File: config.mk
export PLATFORM = sky130hd
export DESIGN_NAME = game_controller
export DESIGN_NICKNAME = d
export VERILOG_FILES = /design/src/rtl/ttt_pkg.sv /design/src/rtl/win_checker.sv /design/src/rtl/game_controller.sv
export SDC_FILE = /design/constraint.sdc
export NUM_CORES = 1
export LEC_CHECK = 0
export BUFFER_PORTS_ARGS = -buffer_cell sky130_fd_sc_hd__buf_2
export CAP_MARGIN = 20
export CELL_PAD_IN_SITES_DETAIL_PLACEMENT = 1
export CELL_PAD_IN_SITES_GLOBAL_PLACEMENT = 1
export CORE_MARGIN = 2
export CORE_UTILIZATION = 49
export DETAILED_ROUTE_END_ITERATION = 10
export PLACE_DENSITY = 0.87
export SYNTH_ARGS = -nofsm -noshare
export SYNTH_HDL_FRONTEND = slang
export SYNTH_SLANG_ARGS = --single-unit
File: constraint.sdc
create_clock -name clk -period 5.1 [get_ports clk]
set_clock_uncertainty 0.05 [all_clocks]
set_input_delay 0.255 -clock clk [delete_from_list [all_inputs] [get_ports clk]]
set_output_delay 0.255 -clock clk [all_outputs]
set_load 0.02 [all_outputs]
File: src/rtl/ttt_pkg.sv
// Shared types and constants for the tic-tac-toe engine: FSM states, player
// encodings, the eight winning lines and the cursor-to-tile mapping.
package ttt_pkg;

  typedef enum logic [1:0] {
    PLAY  = 2'd0,
    CHECK = 2'd1,
    WIN   = 2'd2,
    DRAW  = 2'd3
  } state_t;

  localparam logic PLAYER_X = 1'b0;
  localparam logic PLAYER_O = 1'b1;

  // Index 0..2 rows, 3..5 columns, 6..7 diagonals; bit k is tile k (row-major).
  localparam logic [7:0][8:0] WIN_LINES = {
    9'h054, 9'h111,
    9'h124, 9'h092, 9'h049,
    9'h1C0, 9'h038, 9'h007
  };

  function automatic logic [3:0] cursor_idx(input logic [1:0] row, input logic [1:0] col);
    return ({2'b00, row} * 4'd3) + {2'b00, col};
  endfunction

endpackage

File: src/rtl/win_checker.sv
// Combinational line detector: reports every completed same-shape line as a
// tile mask, plus whether the board is full.
module win_checker
  import ttt_pkg::*;
(
  input  logic [8:0] occ,
  input  logic [8:0] shape,
  output logic [8:0] win_mask,
  output logic       full
);

  logic [7:0][8:0] line_mask;

  generate
    for (genvar gi = 0; gi < 8; gi++) begin : g_line
      logic all_occ;
      logic all_x;
      logic all_o;
      assign all_occ = ((occ & WIN_LINES[gi]) == WIN_LINES[gi]);
      assign all_x   = ((shape & WIN_LINES[gi]) == 9'h000);
      assign all_o   = ((shape & WIN_LINES[gi]) == WIN_LINES[gi]);
      assign line_mask[gi] = (all_occ && (all_x || all_o)) ? WIN_LINES[gi] : 9'h000;
    end
  endgenerate

  always_comb begin
    win_mask = 9'h000;
    for (int i = 0; i < 8; i++) begin
      win_mask = win_mask | line_mask[i];
    end
  end

  assign full = &occ;

endmodule

File: src/rtl/game_controller.sv
// Tic-tac-toe engine: button edge detection, cursor, board, turn/win/draw FSM
// and the blinking ghost piece composed onto the renderer's tiles/color inputs.
module game_controller
  import ttt_pkg::*;
#(
  parameter int BLINK_DIV = 12_500_000
) (
  input  logic        clk,
  input  logic        reset,
  input  logic        btn_up,
  input  logic        btn_down,
  input  logic        btn_left,
  input  logic        btn_right,
  input  logic        btn_sel,
  input  logic        btn_new,
  output logic [17:0] tiles,
  output logic [8:0]  color,
  output logic [1:0]  state,
  output logic        turn,
  output logic [1:0]  winner
);

  localparam int CW = (BLINK_DIV > 1) ? $clog2(BLINK_DIV) : 1;
  localparam logic [CW-1:0] CNT_MAX = CW'(BLINK_DIV - 1);

  state_t        state_q, state_d;
  logic [8:0]    occ_q, occ_d, shape_q, shape_d, win_mask_q, win_mask_d;
  logic [1:0]    row_q, row_d, col_q, col_d, winner_q, winner_d;
  logic          turn_q, turn_d, phase_q, phase_d, armed_q, armed_d;
  logic [CW-1:0] cnt_q, cnt_d;
  logic [5:0]    prev_q, prev_d;

  logic [5:0] btn_vec, ev;
  logic [3:0] cur_idx;
  logic       cur_occ;
  logic [8:0] line_mask;
  logic       board_full;

  win_checker u_win_checker (
    .occ      (occ_q),
    .shape    (shape_q),
    .win_mask (line_mask),
    .full     (board_full)
  );

  // Bit order doubles as action priority: new, sel, up, down, left, right.
  assign btn_vec = {btn_new, btn_sel, btn_up, btn_down, btn_left, btn_right};
  // armed_q is low only on the first edge after reset, so held buttons just load history.
  assign ev      = btn_vec & ~prev_q & {6{armed_q}};
  assign cur_idx = cursor_idx(row_q, col_q);
  assign cur_occ = occ_q[cur_idx];

  always_comb begin
    state_d    = state_q;
    occ_d      = occ_q;
    shape_d    = shape_q;
    win_mask_d = win_mask_q;
    row_d      = row_q;
    col_d      = col_q;
    winner_d   = winner_q;
    turn_d     = turn_q;
    phase_d    = phase_q;
    cnt_d      = cnt_q;
    armed_d    = 1'b1;
    prev_d     = btn_vec;

    if (state_q == PLAY) begin
      if (cnt_q == CNT_MAX) begin
        cnt_d   = '0;
        phase_d = ~phase_q;
      end else begin
        cnt_d = cnt_q + CW'(1);
      end
    end

    if (ev[5]) begin
      state_d    = PLAY;
      occ_d      = 9'h000;
      shape_d    = 9'h000;
      win_mask_d = 9'h000;
      row_d      = 2'd1;
      col_d      = 2'd1;
      winner_d   = 2'b00;
      turn_d     = PLAYER_X;
      phase_d    = 1'b0;
      cnt_d      = '0;
    end else begin
      case (state_q)
        PLAY: begin
          if (ev[4]) begin
            if (!cur_occ) begin
              occ_d[cur_idx]   = 1'b1;
              shape_d[cur_idx] = turn_q;
              state_d          = CHECK;
            end
          end else if (ev[3]) begin
            row_d = (row_q == 2'd0) ? 2'd2 : row_q - 2'd1;
          end else if (ev[2]) begin
            row_d = (row_q == 2'd2) ? 2'd0 : row_q + 2'd1;
          end else if (ev[1]) begin
            col_d = (col_q == 2'd0) ? 2'd2 : col_q - 2'd1;
          end else if (ev[0]) begin
            col_d = (col_q == 2'd2) ? 2'd0 : col_q + 2'd1;
          end
        end
        CHECK: begin
          if (line_mask != 9'h000) begin
            state_d    = WIN;
            winner_d   = {turn_q, ~turn_q};
            win_mask_d = line_mask;
          end else if (board_full) begin
            state_d  = DRAW;
            winner_d = 2'b11;
          end else begin
            turn_d  = ~turn_q;
            state_d = PLAY;
          end
        end
        default: ;
      endcase
    end
  end

  always_ff @(posedge clk or posedge reset) begin
    if (reset) begin
      state_q    <= PLAY;
      occ_q      <= 9'h000;
      shape_q    <= 9'h000;
      win_mask_q <= 9'h000;
      row_q      <= 2'd1;
      col_q      <= 2'd1;
      winner_q   <= 2'b00;
      turn_q     <= PLAYER_X;
      phase_q    <= 1'b0;
      cnt_q      <= '0;
      armed_q    <= 1'b0;
      prev_q     <= 6'b000000;
    end else begin
      state_q    <= state_d;
      occ_q      <= occ_d;
      shape_q    <= shape_d;
      win_mask_q <= win_mask_d;
      row_q      <= row_d;
      col_q      <= col_d;
      winner_q   <= winner_d;
      turn_q     <= turn_d;
      phase_q    <= phase_d;
      cnt_q      <= cnt_d;
      armed_q    <= armed_d;
      prev_q     <= prev_d;
    end
  end

  always_comb begin
    tiles = 18'h00000;
    color = 9'h000;
    for (int k = 0; k < 9; k++) begin
      tiles[2*k]   = occ_q[k];
      tiles[2*k+1] = shape_q[k];
      if (state_q == PLAY && cur_idx == k[3:0]) begin
        if (!occ_q[k]) begin
          if (phase_q) begin
            tiles[2*k]   = 1'b1;
            tiles[2*k+1] = turn_q;
            color[k]     = 1'b1;
          end
        end else begin
          color[k] = phase_q;
        end
      end
    end
    if (state_q == WIN) color = win_mask_q;
    if (state_q == DRAW) color = 9'h1FF;
  end

  assign state  = state_q;
  assign turn   = turn_q;
  assign winner = winner_q;

endmodule

==> results_dict.tcl <==
set metrics [dict create \
    drive_gt1_frac 0.146 \
    fmax_ghz 0.248 \
    crit_required_ns 4.80 \
    fin_area_um2 4760 \
    synth_flop_cell "dfrtp_1" \
    outcome "completed" \
    min_path_type "in -> async" \
    antenna_found_initial 0 \
    wl_per_cell_um 20.8 \
    cts-buffers-inserted 9 \
    synth.yosys.seq_area_share 0.405 \
    synth_nets 496 \
    worstMarginPinSlew_ns 1.02 \
    antenna_left 0 \
    syn_inst 477 \
    setup.worst_path.start_class "register" \
    grt_pass1_wl_mm 21.5 \
    endpoint_kind "output pin" \
    cts.root.buffer_cell "clkbuf_8" \
    final.period_utilization 0.792 \
    period_minus_slack_ns 4.04 \
    syn-cell-area_um2 4210 \
    finish.utilization 0.577 \
    layout.nets 526 \
    ioPinCount 40 \
    place_area_um2 4420 \
    yosysUniqueCellTypes 56 \
    port_buffers 39 \
    setup_slack_ns 1.06 \
    cts_tree "done" \
    fp.dieH_um 96.7 \
    grt_usage 0.285 \
    synth.avg_cell_area_um2 8.83 \
    num_rows 33 \
    num_vias 3945 \
    die_area_um2 9350 \
    grt_pass1_vias 4148 \
    place_hpwl_mm 8.56 \
    htreeDepth 3 \
    viasPerCell 6.39 \
    grt_overflow 0 \
    first_pass_iters 4 \
    core_area_um2 8260 \
    cp_slowest_cell "fa_1" \
    drt_iter0_drc 270 \
    worstSetupPathType "reg -> out" \
    crit_buf_inv 2 \
    path_delay_family "adder cells" \
    post_cts_resize_count 0 \
    vdd_drop_max_mv 0.250 \
    relSlewSlack 0.319 \
    clk_path_buf_depth 2 \
    synth_edf_count 0 \
    start_util 0.510 \
    diodes 0 \
    ys_ff_latch 68 \
    placedCellCount 595 \
    cp_common_cell "fa_1" \
    slew_viol_final 0 \
    clk_pin_slew_ns 0.07 \
    grt_setup_unrepaired "no" \
    fin_cells 617 \
    arrival_ns 3.73 \
    route.detailed.drc 0 \
    worstPathCellList "fa_1 > ha_1 > inv_1 > fa_1 > nor4b_1 > nand3_1 > nor2_1 > mux2_2 > buf_2" \
    wl_mm 12.8 \
    final.setup.tns_ns 0 \
    dieWidth_um 96.7 \
    setup_violations 0 \
    cts_sinks 68 \
    synth-async-reset-ratio 1.00 \
    syn_to_final_growth_pct 13.1 \
    power_density_nw_per_um2 496 \
    place_congestion 0.923 \
    clock_latency_ns 0.36 \
    hold_viol 0 \
    leakagePower_nw 2.24 \
    drv_cap 0 \
    crit_fanout 8 \
    synth_warnings 0 \
    grt_start_max_net_pins 69 \
    post-place-ws_ns 1.44 \
    cp_slowest_stage_delay_ns 0.72 \
]
## cells in the mapped netlist (3+ instances only)
cell type | number | area share
inv_1 | 16 | 0.014
nand2_1 | 65 | 0.058
o211ai_1 | 7 | 0.012
o22ai_1 | 5 | 0.0074
dfrtp_1 | 66 | 0.39
nand2b_1 | 14 | 0.021
a31oi_1 | 9 | 0.013
xor2_1 | 3 | 0.0062
nor4_1 | 8 | 0.012
nor2b_1 | 4 | 0.0059
nand3_1 | 26 | 0.031
nor3_1 | 13 | 0.015
o21ai_0 | 23 | 0.027
a211oi_1 | 8 | 0.014
and3_1 | 11 | 0.016
buf_1 | 3 | 0.0027
o2111ai_1 | 8 | 0.017
a21oi_1 | 9 | 0.011
nor2_1 | 42 | 0.037
clkbuf_1 | 17 | 0.015
mux2i_1 | 24 | 0.057
nand4_1 | 8 | 0.012
ha_1 | 9 | 0.027
o31ai_1 | 8 | 0.014
buf_2 | 6 | 0.0071
nand3b_1 | 5 | 0.0089
and4_1 | 6 | 0.012
buf_6 | 4 | 0.011
and2_1 | 3 | 0.0045
xnor2_1 | 8 | 0.017
## stage by stage
stage | hold WS, ns | power, mW
after floorplan | 0.236 | 1.44
after global placement | 0.327 | 1.63
after detailed placement | 0.331 | 1.70
after CTS | 0.147 | 2.35
after global routing | 0.212 | 2.48
final | 0.0741 | 2.36
## area by class of cell
class	instances	area [µm²]
Inverter	16	60.1
Clock inverter	7	163
Clock buffer	9	124
Multi-Input combinational cell	363	2300
Fill cell	982	3490
Tap cell	105	131
Timing Repair Buffer	49	285
Sequential cell	68	1700
## what timing repair did
item / 4_1_cts / 5_1_grt
hold buffers: 6 / 0
buffers inserted: 0 / 0
hold endpoints to repair: 6 / 0
endpoints found under the setup margin: 0 / 0
## final timing paths
kind / startpoint / end / slack [ns] / cells past startpoint
max: row_q[1] / tiles[17] / 1.06 / 9
min: reset / prev_q[1] / 0.07 / 3
max reg2reg: row_q[1] / shape_q[0] / 1.64 / 9
min reg2reg: cnt_q[23] / cnt_q[23] / 0.42 / 1
max in group asynchronous: reset / shape_q[8] / 4.31 / 3
min in group clk: cnt_q[23] / cnt_q[23] / 0.42 / 1
## power by group
group / internal, mW / switching [mW]
combinational: 0.313 / 0.603
sequential: 0.625 / 0.174
clock: 0.423 / 0.227
total: 1.36 / 1.00
## tightest hold or removal path, stage by stage
cell and delay (ns):
buf_2 0.10, inv_2 0.03, buf_4 0.63
## per-layer routing
| metal | wire length (µm) | vias to the layer above | global-route usage | part of all wire |
|---|---|---|---|---|
| met5 | 0 | - | 0 | 0 |
| met4 | 281 | 0 | 0.106 | 0.022 |
| met3 | 669 | 25 | 0.0426 | 0.052 |
| met2 | 6650 | 132 | 0.502 | 0.52 |
| met1 | 5220 | 2006 | 0.352 | 0.41 |
| li1 | - | 1782 | - | - |
## state kept, by name, summed over array words and instances, names as in the netlist
register / flops
armed_q: 1
occ_q: 9
prev_q: 6
turn: 1
winner: 2
col_q: 2
row_q: 2
shape_q: 9
win_mask_q: 9
cnt_q: 24
phase_q: 1
state: 2
## cell families (layout without fill, tap and decap cells)
| family | Yosys count | after routing | share of synthesized area |
|---|---|---|---|
| other | 1 | 1 | 0.000890 |
| DFF | 68 | 68 | 0.405 |
| AOI/OAI and AO/OA | 97 | 97 | 0.164 |
| xor gates and xnor gates | 11 | 11 | 0.0229 |
| adders and majority gates | 11 | 11 | 0.0362 |
| buffers and inverters | 46 | 81 | 0.0499 |
| muxes | 26 | 26 | 0.0624 |
| and+or+nand+nor | 217 | 217 | 0.259 |
## cell usage in the layout (no fill, tap or decap), types with 3 or more instances in the layout
cell type	n
nor2_1	42
ha_1	9
nand2b_1	14
o2111ai_1	8
o21ai_0	23
xnor2_1	8
bufinv_16	5
inv_1	15
dfrtp_1	66
nand3b_1	5
clkbuf_8	9
mux2i_1	24
nor2b_1	4
dlygate4sd3_1	6
nand3_1	26
o211ai_1	7
a211oi_1	8
nand2_1	65
o31ai_1	8
o22ai_1	5
a31oi_1	9
nand4_1	8
buf_4	4
nor3_1	13
a21oi_1	9
nor4_1	8
and2_1	3
xor2_1	3
and4_1	6
and3_1	11
buf_2	39
(Power assumes the default switching activity.)
